<file path="src/rtl/char_string_drawer_pkg.sv">
// Shared constants, FSM state encoding and character codes for the string drawer.
package char_string_drawer_pkg;

  localparam int unsigned CELL_W   = 10;
  localparam int unsigned CELL_H   = 10;
  localparam int unsigned ADVANCE  = 12;
  localparam int unsigned SCREEN_W = 160;
  localparam int unsigned SCREEN_H = 120;
  localparam int unsigned MAX_LEN  = 16;

  typedef enum logic [2:0] {
    S_IDLE,
    S_FETCH,
    S_WAIT,
    S_SCAN,
    S_FLUSH,
    S_DONE
  } state_e;

  // Character codes: digits 0..9, letters A..Z from 10, then space.
  localparam logic [5:0] CHAR_0     = 6'd0;
  localparam logic [5:0] CHAR_1     = 6'd1;
  localparam logic [5:0] CHAR_2     = 6'd2;
  localparam logic [5:0] CHAR_3     = 6'd3;
  localparam logic [5:0] CHAR_4     = 6'd4;
  localparam logic [5:0] CHAR_5     = 6'd5;
  localparam logic [5:0] CHAR_6     = 6'd6;
  localparam logic [5:0] CHAR_7     = 6'd7;
  localparam logic [5:0] CHAR_8     = 6'd8;
  localparam logic [5:0] CHAR_9     = 6'd9;
  localparam logic [5:0] CHAR_A     = 6'd10;
  localparam logic [5:0] CHAR_E     = 6'd14;
  localparam logic [5:0] CHAR_G     = 6'd16;
  localparam logic [5:0] CHAR_M     = 6'd22;
  localparam logic [5:0] CHAR_O     = 6'd24;
  localparam logic [5:0] CHAR_R     = 6'd27;
  localparam logic [5:0] CHAR_S     = 6'd28;
  localparam logic [5:0] CHAR_V     = 6'd31;
  localparam logic [5:0] CHAR_Y     = 6'd34;
  localparam logic [5:0] CHAR_SPACE = 6'd36;

  // Requests longer than the string buffer are clamped to its size.
  function automatic logic [4:0] sat_len(input logic [4:0] len);
    return (len > 5'(MAX_LEN)) ? 5'(MAX_LEN) : len;
  endfunction

endpackage

</file>
<file path="src/rtl/char_string_drawer_if.sv">
// Bundle of the drawer's request, string-buffer, glyph-LUT and plot signals.
interface char_string_drawer_if;

  logic       start;
  logic [7:0] base_x;
  logic [7:0] base_y;
  logic [4:0] str_len;
  logic       clear_bg;
  logic [5:0] bg_colour;

  logic [3:0] char_addr;
  logic [5:0] char_code;

  logic [5:0] glyph_code;
  logic [7:0] glyph_x;
  logic [7:0] glyph_y;
  logic [5:0] glyph_colour;
  logic       glyph_enable;

  logic [7:0] plot_x;
  logic [7:0] plot_y;
  logic [5:0] plot_colour;
  logic       plot;

  logic       busy;
  logic       done;

  // Drawer side.
  modport slave (
    input  start, base_x, base_y, str_len, clear_bg, bg_colour,
    input  char_code, glyph_colour, glyph_enable,
    output char_addr, glyph_code, glyph_x, glyph_y,
    output plot_x, plot_y, plot_colour, plot, busy, done
  );

  // Environment side: HUD logic, string buffer, glyph LUT bank, VGA adapter.
  modport master (
    output start, base_x, base_y, str_len, clear_bg, bg_colour,
    output char_code, glyph_colour, glyph_enable,
    input  char_addr, glyph_code, glyph_x, glyph_y,
    input  plot_x, plot_y, plot_colour, plot, busy, done
  );

endinterface

</file>
<file path="src/rtl/char_string_drawer.sv">
// Renders a string of glyphs into the frame buffer, one plot strobe per pixel.
//
// state   | meaning
// --------+-----------------------------------------------------------
// IDLE    | waiting for start; request fields latched on accept
// FETCH   | string buffer address for the current character presented
// WAIT    | buffer data latched as glyph code, cell scan counters cleared
// SCAN    | one cell pixel per cycle, row-major; plot registered next edge
// FLUSH   | lets the final registered pixel reach the plot outputs
// DONE    | single-cycle done pulse, busy still high
module char_string_drawer
  import char_string_drawer_pkg::*;
(
  input  logic clk_i,
  input  logic resetn_i,
  char_string_drawer_if.slave bus
);

  localparam logic [7:0] COL_LAST = 8'(CELL_W - 1);
  localparam logic [7:0] ROW_LAST = 8'(CELL_H - 1);
  localparam logic [7:0] X_STEP   = 8'(ADVANCE);
  localparam logic [9:0] X_LIMIT  = 10'(SCREEN_W);
  localparam logic [9:0] Y_LIMIT  = 10'(SCREEN_H);

  state_e     state_q;
  logic [3:0] idx_q;
  logic [4:0] len_q;
  logic [7:0] xoff_q;
  logic [7:0] base_x_q;
  logic [7:0] base_y_q;
  logic       clear_bg_q;
  logic [5:0] bg_colour_q;
  logic [3:0] char_addr_q;
  logic [5:0] glyph_code_q;
  logic [7:0] col_q;
  logic [7:0] row_q;
  logic       plot_q;
  logic [7:0] plot_x_q;
  logic [7:0] plot_y_q;
  logic [5:0] plot_colour_q;
  logic       busy_q;
  logic       done_q;

  logic [4:0] len_d;
  logic [9:0] ax_d;
  logic [9:0] ay_d;
  logic       plot_d;
  logic [5:0] plot_colour_d;
  logic       last_char_d;

  // Absolute pixel position and plot decision for the pixel currently on the glyph port.
  always_comb begin
    len_d         = sat_len(bus.str_len);
    // Wide sums so off-screen positions clip rather than wrap back onto the screen.
    ax_d          = {2'b00, base_x_q} + {2'b00, xoff_q} + {2'b00, col_q};
    ay_d          = {2'b00, base_y_q} + {2'b00, row_q};
    plot_d        = (bus.glyph_enable | clear_bg_q) & (ax_d < X_LIMIT) & (ay_d < Y_LIMIT);
    plot_colour_d = bus.glyph_enable ? bus.glyph_colour : bg_colour_q;
    last_char_d   = (({1'b0, idx_q} + 5'd1) == len_q);
  end

  // Sequencer with all outputs registered.
  always_ff @(posedge clk_i) begin
    if (!resetn_i) begin
      state_q       <= S_IDLE;
      idx_q         <= '0;
      len_q         <= '0;
      xoff_q        <= '0;
      base_x_q      <= '0;
      base_y_q      <= '0;
      clear_bg_q    <= 1'b0;
      bg_colour_q   <= '0;
      char_addr_q   <= '0;
      glyph_code_q  <= '0;
      col_q         <= '0;
      row_q         <= '0;
      plot_q        <= 1'b0;
      plot_x_q      <= '0;
      plot_y_q      <= '0;
      plot_colour_q <= '0;
      busy_q        <= 1'b0;
      done_q        <= 1'b0;
    end else begin
      plot_q <= 1'b0;
      done_q <= 1'b0;
      case (state_q)
        S_IDLE: begin
          if (bus.start) begin
            base_x_q    <= bus.base_x;
            base_y_q    <= bus.base_y;
            len_q       <= len_d;
            clear_bg_q  <= bus.clear_bg;
            bg_colour_q <= bus.bg_colour;
            busy_q      <= 1'b1;
            idx_q       <= '0;
            xoff_q      <= '0;
            if (len_d == 5'd0) begin
              done_q  <= 1'b1;
              state_q <= S_DONE;
            end else begin
              char_addr_q <= '0;
              state_q     <= S_FETCH;
            end
          end
        end
        S_FETCH: begin
          state_q <= S_WAIT;
        end
        S_WAIT: begin
          glyph_code_q <= bus.char_code;
          col_q        <= '0;
          row_q        <= '0;
          state_q      <= S_SCAN;
        end
        S_SCAN: begin
          plot_q        <= plot_d;
          plot_x_q      <= ax_d[7:0];
          plot_y_q      <= ay_d[7:0];
          plot_colour_q <= plot_colour_d;
          if (col_q == COL_LAST) begin
            col_q <= '0;
            if (row_q == ROW_LAST) begin
              row_q <= '0;
              if (last_char_d) begin
                state_q <= S_FLUSH;
              end else begin
                // Next character: address is presented on entry to FETCH so the
                // buffer data is ready by the end of WAIT.
                idx_q       <= idx_q + 4'd1;
                char_addr_q <= idx_q + 4'd1;
                xoff_q      <= xoff_q + X_STEP;
                state_q     <= S_FETCH;
              end
            end else begin
              row_q <= row_q + 8'd1;
            end
          end else begin
            col_q <= col_q + 8'd1;
          end
        end
        S_FLUSH: begin
          done_q  <= 1'b1;
          state_q <= S_DONE;
        end
        S_DONE: begin
          busy_q  <= 1'b0;
          state_q <= S_IDLE;
        end
        default: begin
          state_q <= S_IDLE;
        end
      endcase
    end
  end

  assign bus.char_addr   = char_addr_q;
  assign bus.glyph_code  = glyph_code_q;
  assign bus.glyph_x     = col_q;
  assign bus.glyph_y     = row_q;
  assign bus.plot        = plot_q;
  assign bus.plot_x      = plot_x_q;
  assign bus.plot_y      = plot_y_q;
  assign bus.plot_colour = plot_colour_q;
  assign bus.busy        = busy_q;
  assign bus.done        = done_q;

endmodule

</file>
<file path="src/flat_wrapper.sv">
// flat-port wrapper written by rule: the top's interface ports become plain ports
module char_string_drawer_flat import char_string_drawer_pkg::*;
  (clk_i, resetn_i, bus_start, bus_base_x, bus_base_y, bus_str_len, bus_clear_bg, bus_bg_colour, bus_char_code, bus_glyph_colour, bus_glyph_enable, bus_char_addr, bus_glyph_code, bus_glyph_x, bus_glyph_y, bus_plot_x, bus_plot_y, bus_plot_colour, bus_plot, bus_busy, bus_done);
  char_string_drawer_if bus_i ();
  input  logic clk_i;
  input  logic resetn_i;
  input wire logic [$bits(bus_i.start)-1:0] bus_start;
  input wire logic [$bits(bus_i.base_x)-1:0] bus_base_x;
  input wire logic [$bits(bus_i.base_y)-1:0] bus_base_y;
  input wire logic [$bits(bus_i.str_len)-1:0] bus_str_len;
  input wire logic [$bits(bus_i.clear_bg)-1:0] bus_clear_bg;
  input wire logic [$bits(bus_i.bg_colour)-1:0] bus_bg_colour;
  input wire logic [$bits(bus_i.char_code)-1:0] bus_char_code;
  input wire logic [$bits(bus_i.glyph_colour)-1:0] bus_glyph_colour;
  input wire logic [$bits(bus_i.glyph_enable)-1:0] bus_glyph_enable;
  output wire logic [$bits(bus_i.char_addr)-1:0] bus_char_addr;
  output wire logic [$bits(bus_i.glyph_code)-1:0] bus_glyph_code;
  output wire logic [$bits(bus_i.glyph_x)-1:0] bus_glyph_x;
  output wire logic [$bits(bus_i.glyph_y)-1:0] bus_glyph_y;
  output wire logic [$bits(bus_i.plot_x)-1:0] bus_plot_x;
  output wire logic [$bits(bus_i.plot_y)-1:0] bus_plot_y;
  output wire logic [$bits(bus_i.plot_colour)-1:0] bus_plot_colour;
  output wire logic [$bits(bus_i.plot)-1:0] bus_plot;
  output wire logic [$bits(bus_i.busy)-1:0] bus_busy;
  output wire logic [$bits(bus_i.done)-1:0] bus_done;
  assign bus_i.start = bus_start;
  assign bus_i.base_x = bus_base_x;
  assign bus_i.base_y = bus_base_y;
  assign bus_i.str_len = bus_str_len;
  assign bus_i.clear_bg = bus_clear_bg;
  assign bus_i.bg_colour = bus_bg_colour;
  assign bus_i.char_code = bus_char_code;
  assign bus_i.glyph_colour = bus_glyph_colour;
  assign bus_i.glyph_enable = bus_glyph_enable;
  assign bus_char_addr = bus_i.char_addr;
  assign bus_glyph_code = bus_i.glyph_code;
  assign bus_glyph_x = bus_i.glyph_x;
  assign bus_glyph_y = bus_i.glyph_y;
  assign bus_plot_x = bus_i.plot_x;
  assign bus_plot_y = bus_i.plot_y;
  assign bus_plot_colour = bus_i.plot_colour;
  assign bus_plot = bus_i.plot;
  assign bus_busy = bus_i.busy;
  assign bus_done = bus_i.done;
  char_string_drawer u_core (.clk_i(clk_i), .resetn_i(resetn_i), .bus(bus_i));
endmodule
</file>
<file path="config.mk">
export PLATFORM = sky130hd
export DESIGN_NAME = char_string_drawer_flat
export DESIGN_NICKNAME = d
export VERILOG_FILES = /design/src/rtl/char_string_drawer_pkg.sv /design/src/rtl/char_string_drawer_if.sv /design/src/rtl/char_string_drawer.sv /design/src/flat_wrapper.sv
export SDC_FILE = /design/constraint.sdc
export NUM_CORES = 1
export LEC_CHECK = 0
export CAP_MARGIN = 10
export CORE_AREA = 5 5 102 104
export DETAILED_ROUTE_END_ITERATION = 8
export DIE_AREA = 0 0 107 109
export PLACE_DENSITY_LB_ADDON = 0.1
export SETUP_SLACK_MARGIN = 0.1
export SLEW_MARGIN = 10
export SYNTH_ARGS = -nofsm -noshare
export SYNTH_HDL_FRONTEND = slang
export SYNTH_SLANG_ARGS = --single-unit
</file>
<file path="constraint.sdc">
create_clock -name clk_i -period 2.8 [get_ports clk_i]
set_input_delay 0.42 -clock clk_i [delete_from_list [all_inputs] [get_ports clk_i]]
set_output_delay 0.42 -clock clk_i [all_outputs]
set_load 0.005 [all_outputs]
</file>
==> metrics.md, run 1 <==
| Metric | Value |
|---|---|
| Fraction of layout cells with a size suffix above 1 | `7.36%` |
| Worst hold path type | `reg2reg` |
| Setup repair bufs after CTS | `0` |
| Final period util | `93.2%` |
| Largest buffer count on any clock path | `2` |
| CP arrival | `around 2.9 ns` |
| Critical Path Fanout Max | `4` |
| LEAKAGE | `roughly 2.3 nW` |
| Fin Hold WS | `around 0.46 ns` |
| ANT cells | `0` |
| Flop-to-flop setup slack | `0.19 ns` |
| Wire per inst | `~16 microns` |
| Vias/cell | `5.63` |
| CTS tree | `yes` |
| Post-route ant nets | `0` |
| Routed vias | `4468` |
| Iteration-0 DRC Markers | `around 200` |
| Die width | `roughly 110 microns` |
| Vias in the first global route | `4400` |
| Slew Limit Fails | `0` |
| Avg Inst Size Synth | `slightly above 8 sq um` |
| Asr flop ratio synth | `0%` |
| PortBufs | `94` |
| Max Cap Viol | `0` |
| Critical path depth | `11` |
| Logic pwr share | `between 30 and 40%` |
| Worst Setup SP | `u_core.base_x_q[3]$_SDFFE_PN0P_` |
| Yosys reg bits | `92` |
| Final Setup Violations | `0` |
| Die Ht | `about 110 microns` |
| Dominant synthesized flop cell | `dfxtp_1` |
| Netlist cell types | `61` |
| Largest net degree at the start of global routing | `between 40 and 50` |
| Max-slew headroom | `59.8%` |
| Reg2Reg Depth | `11` |
| Sequential share of power | `between 40% and 50%` |
| Global-route usage over all layers | `approximately 22%` |
| Synth warn | `0` |
| Slack of the critical path | `~0.19 ns` |
| Critical Path RT | `slightly above 3 ns` |
| Initial Util | `about half` |
| Crit path largest cell delay | `about 0.4 ns` |
| Seq/Total Area, Yosys | `around two fifths` |
| # rows | `36` |
| Syn_nets | `between 600 and 700` |
| Mapped Cells | `587` |
| Hpwl dp | `around 9.2 mm` |
| Routed WL | `about 12 mm` |
| Setup WS pre-CTS | `approximately 0.04 ns` |
| WP buf/inv | `0` |
| RSZ-0062 raised after global routing | `true` |
| Slew @ Worst Pin | `between 0.5 and 0.6 ns` |
| NetSw | `between 1 and 1.5 mW` |
| First-pass GRT wire length | `about 21 mm` |
| Area grow syn2layout | `27.2%` |
| Reg2reg start | `u_core.base_x_q[3]$_SDFFE_PN0P_` |
| CTS Hold Bufs | `0` |
| Initial antenna violation count | `0` |
| CP Launch Type | `flop` |
| CP max-delay cell | `dfxtp_1` |
| Layout Nets | `749` |
| Drt pass-1 iters | `5` |
| Post-synth EDFFs | `0` |
| Max VDD drop | `between 0.3 and 0.4 mV` |
| Clk_lat worst skew | `around 0.36 ns` |
| Power per cell area | `about 620 nW/um^2` |
| R2R Path End | `u_core.bus.plot$_SDFF_PN0_` |
| Crit path to | `u_core.bus.plot$_SDFF_PN0_` |
| Clock Power Share | `between 20 and 25%` |
| Htree depth | `3` |
| CP Capture Type | `flop` |
| DRC Markers | `0` |
| Internal | `about 2.5 mW` |
| Switching Share | `a little over a third` |
| Die area | `11700 sq um` |
| Post-Syn Area | `between 4000 and 5000 sq um` |
| Fillers | `just over 800` |
| Fmax | `~380 MHz` |
| Min cycle time layout | `roughly 2.6 ns` |
| Top Ports | `95` |
| Routability cong. | `about 0.87` |
| WS Path Type | `reg2reg` |
| Worst path cell trace | `ha_4 > a21oi_2 > xnor2_1 > ha_1 > a21oi_1 > o21ai_0 > or2_2 > a21oi_4 > a21boi_1 > nor4_1 > o31a_1` |
| Final Hold Viols | `0` |
| Clock skew | `0.0140 ns` |
| Total grt overflow | `0` |
| Core box area | `between 9000 and 10000 sq um` |
| CTS root buf | `clkbuf_8` |
| Top delay family on crit path | `compound AO/OA/AOI/OAI gates` |
| Sink Count | `a little over 90` |
| Status | `completed` |
| CTS Buf Count | `9` |
| Clock slew at reported path FFs | `0.10 ns` |
| Total Neg Setup Slack | `0 ns` |
[cell families after synthesis]
kind of cell               share of synthesized area (%)
DFF                                                 38.4
muxes                                               2.32
xor gates and xnor gates                            4.39
AOI/OAI and AO/OA                                   20.1
and+or+nand+nor                                     22.5
buffers and inverters                               3.81
adders and majority gates                           8.41
[layout by cell type, fill, tap and decap left out, types with 6 or more instances in the layout]
cell type,instances
nand2_1,103
clkdlybuf4s50_1,94
dfxtp_1,91
a21oi_1,67
nor2_1,54
o21ai_0,28
ha_1,28
xnor2_1,14
a211oi_1,14
buf_4,12
nand3_1,11
mux2i_1,10
inv_1,10
xor2_1,10
clkbuf_8,10
and3_1,9
nor3b_1,8
nor3_1,6
nand2b_1,6
[Yosys cell counts, drive strengths merged (8+ instances only)]
cell	n	area [sq um]
nand2	104	393
dfxtp	92	1840
a21oi	70	350
nor2	54	203
ha	29	363
o21ai	29	145
clkbuf	25	93.8
a211oi	15	118
xnor2	14	123
inv	12	45.0
nand3	12	65.1
mux2i	10	100
xor2	10	87.6
and3	9	56.3
nor3	8	50.1
nor3b	8	60.1
[state kept, by name, indices dropped and copies added (netlist names)]
name                    cells
u_core.bus.glyph_x          8
u_core.xoff_q               6
u_core.bus.glyph_y          8
u_core.len_q                5
u_core.base_x_q             8
u_core.clear_bg_q           1
u_core.idx_q                4
u_core.bus.done             1
u_core.bus.busy             1
u_core.bus.char_addr        4
u_core.bus.plot_y           8
u_core.bus.plot_colour      6
u_core.bg_colour_q          6
u_core.state_q              3
u_core.base_y_q             8
u_core.bus.plot             1
u_core.bus.plot_x           8
u_core.bus.glyph_code       6
[power by group through the flow]
stage / logic, mW / clock network [mW] / registers [mW]
6_report: 1.25 / 0.924 / 1.62
4_1_cts: 1.26 / 0.947 / 1.62
3_3_place_gp: 1.22 / 0 / 1.64
3_5_place_dp: 1.24 / 0 / 1.65
2_1_floorplan: 0.822 / 0 / 1.60
5_1_grt: 1.41 / 0.995 / 1.65
[metrics by stage]
stage / power, mW / util, % / cells / instance area (sq um)
3_5_place_dp: 2.89 / 61.8 / 777 / 5850
3_3_place_gp: 2.86 / 61.8 / 777 / 5850
2_1_floorplan: 2.42 / - / 587 / 4790
4_1_cts: 3.82 / 64.1 / 793 / 6060
5_1_grt: 4.06 / 64.4 / 793 / 6100
6_report: 3.80 / 64.4 / 793 / 6100
[worst reg2reg max path: cells and delay by family (launching register included)]
| family | cells | cell delay, ns |
|---|---|---|
| AOI/OAI and AO/OA | 6 | 1.04 |
| xor gates and xnor gates | 1 | 0.13 |
| adders and majority gates | 2 | 0.53 |
| DFF | 1 | 0.40 |
| and+or+nand+nor | 2 | 0.40 |
[layout make-up]
type                       count  area [sq um]  share of cell area [%]
inverter                      12          45.0                   0.739
tap                          114           143                    2.34
clock inverter                 5          60.1                   0.985
multi-input combinational    452          2810                    46.1
sequential                    92          1840                    30.2
clock buffer                  11           141                    2.32
timing repair buffer         107          1050                    17.2
[timing repair]
item | CTS | global route
pin swaps | 0 | 1
setup endpoints to repair | 1 | 8
gates resized for setup | 4 | 5
[worst min path at each step]
stage | slack [ns] | startpoint | to | cells past startpoint
2_1_floorplan | 0.44 | u_core.bg_colour_q[0]$_SDFFE_PN0P_ | u_core.bg_colour_q[0]$_SDFFE_PN0P_ | 2
3_3_place_gp | 0.44 | u_core.bus.plot_x[3]$_SDFFE_PN0P_ | u_core.bus.plot_x[3]$_SDFFE_PN0P_ | 2
3_5_place_dp | 0.45 | u_core.bg_colour_q[4]$_SDFFE_PN0P_ | u_core.bg_colour_q[4]$_SDFFE_PN0P_ | 2
4_1_cts | 0.46 | u_core.bus.plot_y[7]$_SDFFE_PN0P_ | u_core.bus.plot_y[7]$_SDFFE_PN0P_ | 2
5_1_grt | 0.48 | u_core.bus.plot_y[4]$_SDFFE_PN0P_ | u_core.bus.plot_y[4]$_SDFFE_PN0P_ | 2
6_report | 0.46 | u_core.bus.plot_y[7]$_SDFFE_PN0P_ | u_core.bus.plot_y[7]$_SDFFE_PN0P_ | 2
[layer usage]
metal | routed length, microns | track usage (%) | part of all wire [%]
met3 | 718 | 6.28 | 5.7
met2 | 5920 | 37.8 | 47
met5 | 0 | 0 | 0
met1 | 5610 | 28.1 | 45
met4 | 235 | 6.67 | 1.9
Power figures use the tool's default switching activity.
==> run 2: changes to the inputs <==
- GPL_ROUTABILITY_DRIVEN: not set -> 0
==> results of run 2 <==
Same layout as run 1: the final DEF is identical, and so are final timing and power.
